$ cat config.mk
export PLATFORM = sky130hd
export DESIGN_NAME = lcd_scan_ctrl
export DESIGN_NICKNAME = d
export VERILOG_FILES = /design/src/rtl/lcd_scan_ctrl.sv
export SDC_FILE = /design/constraint.sdc
export NUM_CORES = 1
export LEC_CHECK = 0
export ABC_AREA = 1
export CORE_ASPECT_RATIO = 1.25
export CORE_UTILIZATION = 57
export CTS_CLUSTER_DIAMETER = 60
export DETAILED_ROUTE_END_ITERATION = 6
export PLACE_DENSITY_LB_ADDON = 0.3
export RECOVER_POWER = 25
export REMOVE_ABC_BUFFERS = 1
export SYNTH_ARGS = -nofsm -noshare
export SYNTH_HDL_FRONTEND = slang
export SYNTH_SLANG_ARGS = --single-unit
$ cat constraint.sdc
create_clock -name clk -period 2.56 [get_ports clk]
set_input_delay 0.512 -clock clk [delete_from_list [all_inputs] [get_ports clk]]
set_output_delay 0.512 -clock clk [all_outputs]
set_load 0.02 [all_outputs]
$ cat src/rtl/lcd_scan_ctrl.sv
// lcd_scan_ctrl: drives an HD44780-style character LCD in 8-bit write-only
// mode. After a power-up wait it runs the init sequence once (0x38, 0x0C,
// 0x06, 0x01). It then refreshes the 2x16 display forever from an external
// formatter. The formatter is addressed by 'index' and answers on 'char_in'
// one cycle later.
//
// Ports
//   clk        system clock, rising edge
//   rst        asynchronous active-low reset
//   char_in    character for the position on 'index' (registered source)
//   index      requested character position 0..31 (16..31 = line 2)
//   lcd_e      LCD enable strobe
//   lcd_rs     0 = command, 1 = data
//   lcd_rw     always 0
//   lcd_data   LCD data bus
//   init_done  high once the init sequence has finished
//   frame_done one-cycle pulse when index wraps from 31 back to 0
//   state_dbg  current FSM state, for observation only
//
// Every byte write has the same shape:
//   - 1 SETUP cycle with lcd_e=0.
//   - E_CYC cycles with lcd_e=1.
//   - HOLD cycles with lcd_e=0. HOLD is CLR_CYC after the clear command
//     (command 0x01), and CMD_CYC after every other byte.
// lcd_rs and lcd_data are loaded on the edge that enters SETUP. They are not
// touched again until the write ends.
module lcd_scan_ctrl #(
    parameter int unsigned PWRUP_CYC = 750000,
    parameter int unsigned E_CYC     = 25,
    parameter int unsigned CMD_CYC   = 2500,
    parameter int unsigned CLR_CYC   = 100000
) (
    input  logic       clk,
    input  logic       rst,
    input  logic [7:0] char_in,
    output logic [4:0] index,
    output logic       lcd_e,
    output logic       lcd_rs,
    output logic       lcd_rw,
    output logic [7:0] lcd_data,
    output logic       init_done,
    output logic       frame_done,
    output logic [2:0] state_dbg
);

    typedef enum logic [2:0] {
        S_PWRUP     = 3'd0,
        S_INIT      = 3'd1,
        S_ADDR      = 3'd2,
        S_CHAR_PREP = 3'd3,
        S_CHAR_WR   = 3'd4
    } state_t;

    typedef enum logic [1:0] {
        W_SETUP = 2'd0,
        W_E     = 2'd1,
        W_HOLD  = 2'd2
    } wph_t;

    localparam logic [23:0] PWRUP_M1 = 24'(PWRUP_CYC - 1);
    localparam logic [23:0] E_M1     = 24'(E_CYC - 1);
    localparam logic [23:0] CMD_M1   = 24'(CMD_CYC - 1);
    localparam logic [23:0] CLR_M1   = 24'(CLR_CYC - 1);

    state_t      state_q, state_d;
    wph_t        wph_q, wph_d;
    logic [23:0] cnt_q, cnt_d;
    logic [1:0]  step_q, step_d;
    logic [4:0]  index_q, index_d;
    logic        lcd_e_q, lcd_e_d;
    logic        lcd_rs_q, lcd_rs_d;
    logic [7:0]  lcd_data_q, lcd_data_d;
    logic        init_done_q, init_done_d;
    logic        frame_done_q, frame_done_d;

    logic [23:0] hold_m1;
    logic        in_write;
    logic        wr_done;

    function automatic logic [7:0] init_cmd(input logic [1:0] step);
        case (step)
            2'd0:    init_cmd = 8'h38;
            2'd1:    init_cmd = 8'h0C;
            2'd2:    init_cmd = 8'h06;
            default: init_cmd = 8'h01;
        endcase
    endfunction

    // The long hold applies only to the clear command. A data byte 0x01
    // (rs=1) still uses the normal hold.
    assign hold_m1  = (lcd_data_q == 8'h01 && !lcd_rs_q) ? CLR_M1 : CMD_M1;
    assign in_write = (state_q == S_INIT) || (state_q == S_ADDR) || (state_q == S_CHAR_WR);
    assign wr_done  = in_write && (wph_q == W_HOLD) && (cnt_q == hold_m1);

    always_comb begin
        state_d      = state_q;
        wph_d        = wph_q;
        cnt_d        = cnt_q;
        step_d       = step_q;
        index_d      = index_q;
        lcd_e_d      = lcd_e_q;
        lcd_rs_d     = lcd_rs_q;
        lcd_data_d   = lcd_data_q;
        init_done_d  = init_done_q;
        frame_done_d = 1'b0;

        // Shared byte-write sequencer. The state case below decides what
        // comes next when the write finishes.
        if (in_write) begin
            case (wph_q)
                W_SETUP: begin
                    lcd_e_d = 1'b1;
                    wph_d   = W_E;
                    cnt_d   = '0;
                end
                W_E: begin
                    if (cnt_q == E_M1) begin
                        lcd_e_d = 1'b0;
                        wph_d   = W_HOLD;
                        cnt_d   = '0;
                    end else begin
                        cnt_d = cnt_q + 24'd1;
                    end
                end
                W_HOLD: begin
                    if (cnt_q == hold_m1) begin
                        wph_d = W_SETUP;
                        cnt_d = '0;
                    end else begin
                        cnt_d = cnt_q + 24'd1;
                    end
                end
                default: begin
                    wph_d = W_SETUP;
                    cnt_d = '0;
                end
            endcase
        end

        case (state_q)
            S_PWRUP: begin
                if (cnt_q == PWRUP_M1) begin
                    state_d    = S_INIT;
                    cnt_d      = '0;
                    wph_d      = W_SETUP;
                    step_d     = 2'd0;
                    lcd_rs_d   = 1'b0;
                    lcd_data_d = init_cmd(2'd0);
                end else begin
                    cnt_d = cnt_q + 24'd1;
                end
            end
            S_INIT: begin
                if (wr_done) begin
                    if (step_q == 2'd3) begin
                        init_done_d = 1'b1;
                        state_d     = S_ADDR;
                        lcd_data_d  = 8'h80;
                    end else begin
                        step_d     = step_q + 2'd1;
                        lcd_data_d = init_cmd(step_q + 2'd1);
                    end
                end
            end
            S_ADDR: begin
                if (wr_done) begin
                    state_d = S_CHAR_PREP;
                end
            end
            S_CHAR_PREP: begin
                // Two cycles give the formatter time to answer for the
                // current index. The answer is captured as the write begins.
                if (cnt_q == 24'd1) begin
                    state_d    = S_CHAR_WR;
                    cnt_d      = '0;
                    wph_d      = W_SETUP;
                    lcd_rs_d   = 1'b1;
                    lcd_data_d = char_in;
                end else begin
                    cnt_d = cnt_q + 24'd1;
                end
            end
            S_CHAR_WR: begin
                if (wr_done) begin
                    index_d = index_q + 5'd1;
                    if (index_q == 5'd31) begin
                        frame_done_d = 1'b1;
                    end
                    if (index_d == 5'd0 || index_d == 5'd16) begin
                        state_d    = S_ADDR;
                        lcd_rs_d   = 1'b0;
                        lcd_data_d = (index_d == 5'd0) ? 8'h80 : 8'hC0;
                    end else begin
                        state_d = S_CHAR_PREP;
                    end
                end
            end
            default: begin
                state_d = S_PWRUP;
                cnt_d   = '0;
            end
        endcase
    end

    always_ff @(posedge clk or negedge rst) begin
        if (!rst) begin
            state_q      <= S_PWRUP;
            wph_q        <= W_SETUP;
            cnt_q        <= '0;
            step_q       <= '0;
            index_q      <= '0;
            lcd_e_q      <= 1'b0;
            lcd_rs_q     <= 1'b0;
            lcd_data_q   <= '0;
            init_done_q  <= 1'b0;
            frame_done_q <= 1'b0;
        end else begin
            state_q      <= state_d;
            wph_q        <= wph_d;
            cnt_q        <= cnt_d;
            step_q       <= step_d;
            index_q      <= index_d;
            lcd_e_q      <= lcd_e_d;
            lcd_rs_q     <= lcd_rs_d;
            lcd_data_q   <= lcd_data_d;
            init_done_q  <= init_done_d;
            frame_done_q <= frame_done_d;
        end
    end

    assign index      = index_q;
    assign lcd_e      = lcd_e_q;
    assign lcd_rs     = lcd_rs_q;
    assign lcd_rw     = 1'b0;
    assign lcd_data   = lcd_data_q;
    assign init_done  = init_done_q;
    assign frame_done = frame_done_q;
    assign state_dbg  = state_q;

endmodule

# Word level (Yosys, flattened, before mapping)
# Index checks and enable logic that the tools add are counted.
dict set report classes {
  n_mux 46
  n_reduce_logical 23
  eq_ne 26
  addsub 3
}
# cell n
set ops {}
lappend ops {{24-bit 2-to-1 mux} 5}
lappend ops {{24-bit case mux with 3 select lines} 1}
lappend ops {{8-bit 2-to-1 mux} 6}
lappend ops {{24-bit case mux with 2 select lines} 1}
lappend ops {{8-bit case mux with 4 select lines} 1}
lappend ops {{24-bit by 1-bit adder with 24-bit output, second input constant} 1}
lappend ops {{24-bit by 1-bit == test with 1-bit output, second input constant} 1}
lappend ops {{24-bit by 17-bit == test with 1-bit output} 1}
lappend ops {{24-bit by 20-bit == test with 1-bit output, second input constant} 1}
lappend ops {{24-bit by 5-bit == test with 1-bit output, second input constant} 1}
lappend ops {{3-bit 2-to-1 mux} 6}
lappend ops {{6-bit case mux with 3 select lines} 1}
lappend ops {{17-bit 2-to-1 mux} 1}
lappend ops {{2-bit 2-to-1 mux} 8}
lappend ops {{3-bit case mux with 5 select lines} 1}
lappend ops {{2-bit inequality test, second input constant} 7}
lappend ops {{6-bit AND reduction} 2}
lappend ops {{5-bit == test, second input constant} 2}
lappend ops {{1-bit 2-to-1 mux} 9}
lappend ops {{8-bit by 1-bit == test with 1-bit output, second input constant} 1}
lappend ops {{2-bit case mux with 2 select lines} 2}
lappend ops {{7-bit 2-to-1 mux} 1}
lappend ops {{2-bit == test, second input constant} 3}
lappend ops {{3-bit by 2-bit == test with 1-bit output, second input constant} 2}
lappend ops {{23 further kinds} 33}
dict set report totals {
  ff_bits 48
  wordCells 108
  inputBits 10
  out_inout_bits 21
}

# Depth between registers and ports, before layout
dict set report depth {
  ltp_word 9
  ltp_mapped 14
  ltp_nobuf 14
}

# Worst setup path before layout
# Ideal clock, no wire load.
dict set report synth_path {
  path_kind {reg2reg}
  from {register cnt_q[0]}
  to {register cnt_q[19]}
  setup_ns 0.125
  required_time_ns 2.435
  period_less_slack_ns 1.782
  setup_slack_ns 0.778
  path_stages_with_launch 12
  t_arrival_ns 1.657
  path_buffers 1
  cell_sequence {dfrtp_1 ha_1 inv_1 nor2_2 inv_1 nor2_1 nand3_1 o21ai_2 nand2_2 a31oi_4 buf_6 nor2_1}
}
dict set report synth_between {
  elab_chain_cells 5
  elab_cells_between_ends 12
  cone_classes {1 x add/sub; 4 x eq/ne; 7 x mux}
}
# element line_no
set synth_rtl {}
lappend synth_rtl {{start: declaration} 67} ;# logic [23:0] cnt_q, cnt_d;
lappend synth_rtl {{start signal: assignment} 220} ;# cnt_q <= cnt_d;
lappend synth_rtl {{24-bit by 1-bit adder with 24-bit output, or another cell as far along} --}
lappend synth_rtl {{24-bit 2-to-1 mux, on equally long branches} {126, 117}}
lappend synth_rtl {{24-bit case mux with 2 select lines} 110} ;# case (wph_q)
lappend synth_rtl {{24-bit 2-to-1 mux} 109} ;# if (in_write) begin
lappend synth_rtl {{24-bit case mux with 3 select lines (*)} 140} ;# case (state_q)
lappend synth_rtl {{via cnt_d[19]} 67}
# Mark *: on every way through the listed nets, which the timed path passes. The rest lies on a longest branch. The select of a mux whose other input is x is not followed.
# A chain may end at the register's enable or synchronous reset.

# Final worst setup path
dict set report layout_path {
  from {register cnt_q[10]}
  to {register cnt_q[20]}
}
# Same word-level chain as after synthesis.

==> metrics.md <==
| Metric | Value |
|---|---|
| Maximum clock frequency | `475.9 MHz` |
| Synth top area share | `40.51%` |
| Fin util | `between 60% and 70%` |
| Synth Area in XOR/XNOR | `about 5.3%` |
| Final Skew | `between 0.01 and 0.015 ns` |
| Gr ovfl total | `0` |
| CP arrival | `about 2.3 ns` |
| Syn avg cell area | `7.545 sq um` |
| Full die area | `~5500 sq um` |
| Most used routing layer | `met2` |
| Reg-to-Reg Start | `cnt_q[10]` |
| RSZ-0062 raised after global routing | `false` |
| Top cells by area, synth | `dfrtp_1, nand2_1, nor2_1` |
| Post-Synth Simple-Gate Area | `33.29%` |
| Final min period | `2.101 ns` |
| Mapped Area | `a little under 3000 sq um` |
| Seq/Total Area, Yosys | `between 40 and 50%` |
| Seq cells post-synth | `48` |
| Max-Slew Margin vs Limit | `roughly 34%` |
| Sequential share of power | `between 60% and 70%` |
| Mean number of vias per cell | `approximately 5.3` |
| Clk Latency, worst-skew pair | `0.30 ns` |
| Min-delay worst type | `in -> async` |
| Vert. Die Dim | `82.64 microns` |
| Worst-margin pin slew | `0.9878 ns` |
| Psw | `~0.27 mW` |
| Max-Cap Viols | `0` |
| R2R depth | `9` |
| Post-Layout Cell Count | `slightly below 500` |
| Critical path class | `reg -> reg` |
| Fillers | `about 430` |
| Combinational power share | `between 2 and 2.5%` |
| Final Slew Violations | `0` |
| I/O Pins | `31` |
| Nets | `approximately 450` |
| Static Leakage | `1.546 nW` |
| Routed Antenna Nets | `0` |
| Post-synth cell types | `35` |
| Status | `finished clean` |
| DR WL/cell | `about 13 microns` |
| Starting Density | `58.79%` |
| Pint | `between 0.9 and 1 mW` |
| Complex-gate fraction of the synthesized area | `about 7%` |
| Post-Layout Inst Area | `about 3400 sq um` |
| Global Route Usage Sum | `approximately 26%` |
| Maximum VDD drop | `~0.4 mV` |
| # Post-CTS Setup Buffers | `0` |
| H-Tree Level Count | `2` |
| Placed cell area | `about 3300 sq um` |
| Met3 GRT Util | `under 10%` |
| Clock power frac | `37.4%` |
| First-pass GRT wire length | `10650 microns` |
| Final setup viols | `0` |
| Die X | `about 67 microns` |
| Cell count after placement | `about 480` |
| Met2 Track Usage GR | `a little under half` |
| Worst-path maximum fanout | `24` |
| CP Capture Type | `flop` |
| PortBufs | `29` |
| Post-synthesis adder-cell area fraction | `under 10%` |
| Synth area leader | `dfrtp_1` |
| Period Utilization, post-route | `roughly 82%` |
| R2R setup slack | `0.46 ns` |
| Reg-to-reg endpoint | `cnt_q[20]` |
| Most frequent cells in the layout | `nand2_1, nor2_1, inv_1` |
| Synth Warn # | `0` |
| Syn Inst Count | `393` |
| Core outline area | `a little over 5000 sq um` |
| Vias in the first global route | `between 2000 and 3000` |
| Placement Setup Slack | `between 0.5 and 0.6 ns` |
| M1 GR Usage | `26.69%` |
| Switching share of power | `approximately a fifth` |
| DRC Markers | `0` |
| TritonCTS clock tree | `yes` |
| # clock sinks | `between 40 and 50` |
| Synth-to-Final Area Change | `14.73%` |
| Dpl hpwl | `4904 microns` |
| Type of origin of the critical path | `flop` |
| PwrDens | `~370 nW/um^2` |
| Share of post-route cells with drive strength above 1 | `6.294%` |
| Antenna cell count | `0` |
| Post-CTS resize count | `0` |
| Max clock buf depth | `2` |
| Final hold violations | `0` |
| Routed via count | `roughly 2600` |
| CTS Hold Bufs | `0` |
| # rows | `29` |
| DR pass1 iterations | `4` |
| Multiplexer share of the synthesized area | `0%` |
| Commonest non-fill, non-tap cell in the layout | `nand2_1` |
| Largest family of logic cells by synthesized area | `simple AND/OR/NAND/NOR gates` |
| CTS Buf Count | `5` |
| Worst EP required | `about 2.7 ns` |
| Final wirelength | `6272 microns` |
| Final setup TNS | `0 ns` |
| Initial antenna violation count | `0` |
| Clock root cell | `clkbuf_8` |
| Initial DRC count | `around 150` |
| Largest net degree at the start of global routing | `25` |
| Placer Congestion | `0.9053` |
| Fin worst setup slack | `0.4586 ns` |
| Clock transition at path regs | `0.09 ns` |
-- layer usage --
metal | part of all wire [%] | vias to the layer above
met3 | 3.8 | 17
li1 | - | 1310
met2 | 53 | 76
met5 | 0 | -
met4 | 2.9 | 0
met1 | 41 | 1216
-- power by group through the flow --
stage	Sequential, mW	Clock, mW	Combinational [mW]
finish	0.757	0.469	0.0299
CTS	0.757	0.482	0.0323
detailed placement	0.773	0	0.0323
floorplan	0.773	0	0.00129
global route	0.758	0.514	0.0352
global placement	0.773	0	0.0314
-- Yosys cell counts --
cell type   n
conb_1      1
o21ai_0    15
nor2_1     66
xnor2_1     4
o21ai_1     3
nand3_2     1
buf_6       2
dfrtp_1    48
xor2_1     14
nand3_1    32
nand2_4     1
inv_1      52
nor3_1      7
ha_1       14
o22ai_1     1
nand4_1     5
nand2_2     1
o31ai_1     1
nor2_2      5
o211ai_1    2
nor4_1      3
o21ai_2     1
nand3b_1    2
a31o_2      1
nor2_4      4
or2_1       1
a221o_1     1
a21oi_1     2
a22o_1      3
buf_4       1
nand2_1    93
clkbuf_1    1
inv_2       2
a31oi_4     1
nor3_2      2
-- through the flow --
step	power [mW]	hold WS (ns)
2_1_floorplan	0.7741	0.2164
3_3_place_gp	0.8040	0.4665
3_5_place_dp	0.8048	0.4582
4_1_cts	1.272	0.1368
5_1_grt	1.307	0.4302
6_report	1.257	0.3377
-- cell families (layout without fill, tap and decap cells) --
logic type                 after synthesis  after routing
AOI/OAI and AO/OA                       31             31
xor gates and xnor gates                18             18
buffers and inverters                   58             94
and+or+nand+nor                        223            223
DFF                                     48             48
other                                    1              1
adders and majority gates               14             14
-- worst max-delay path, cell delays in order (launching register included) --
cell	delay, ns
dfrtp_1	0.42
nor2_1	0.20
nand2_1	0.08
nor4_1	0.35
nand3_1	0.16
nand2_1	0.13
nand2_2	0.12
a31oi_4	0.15
buf_4	0.28
nor2_1	0.09
-- state kept, by name (all words and copies together), names as in the netlist --
signal	cells
index	5
lcd_e	1
wph_q	2
step_q	2
cnt_q	24
init_done	1
state_dbg	3
lcd_rs	1
frame_done	1
lcd_data	8
-- layout make-up --
| type | count | area (sq um) | share of cell area, % |
|---|---|---|---|
| Timing Repair Buffer | 32 | 302.8 | 8.900 |
| Clock buffer | 8 | 90.09 | 2.648 |
| Inverter | 54 | 202.7 | 5.958 |
| Sequential cell | 48 | 1201 | 35.31 |
| Multi-Input combinational cell | 287 | 1528 | 44.91 |
| Tap cell | 62 | 77.57 | 2.280 |
-- worst max path at each step --
stage | slack [ns] | end | cells past startpoint | start
after detailed placement | 0.52 | cnt_q[16] | 9 | cnt_q[9]
after global placement | 0.58 | cnt_q[20] | 9 | cnt_q[10]
after global routing | 0.32 | cnt_q[20] | 9 | cnt_q[10]
final | 0.46 | cnt_q[20] | 9 | cnt_q[10]
after floorplan | 0.67 | cnt_q[20] | 10 | cnt_q[0]
after CTS | 0.50 | cnt_q[16] | 11 | cnt_q[0]
Note: power is estimated with default switching activity, not from simulation.
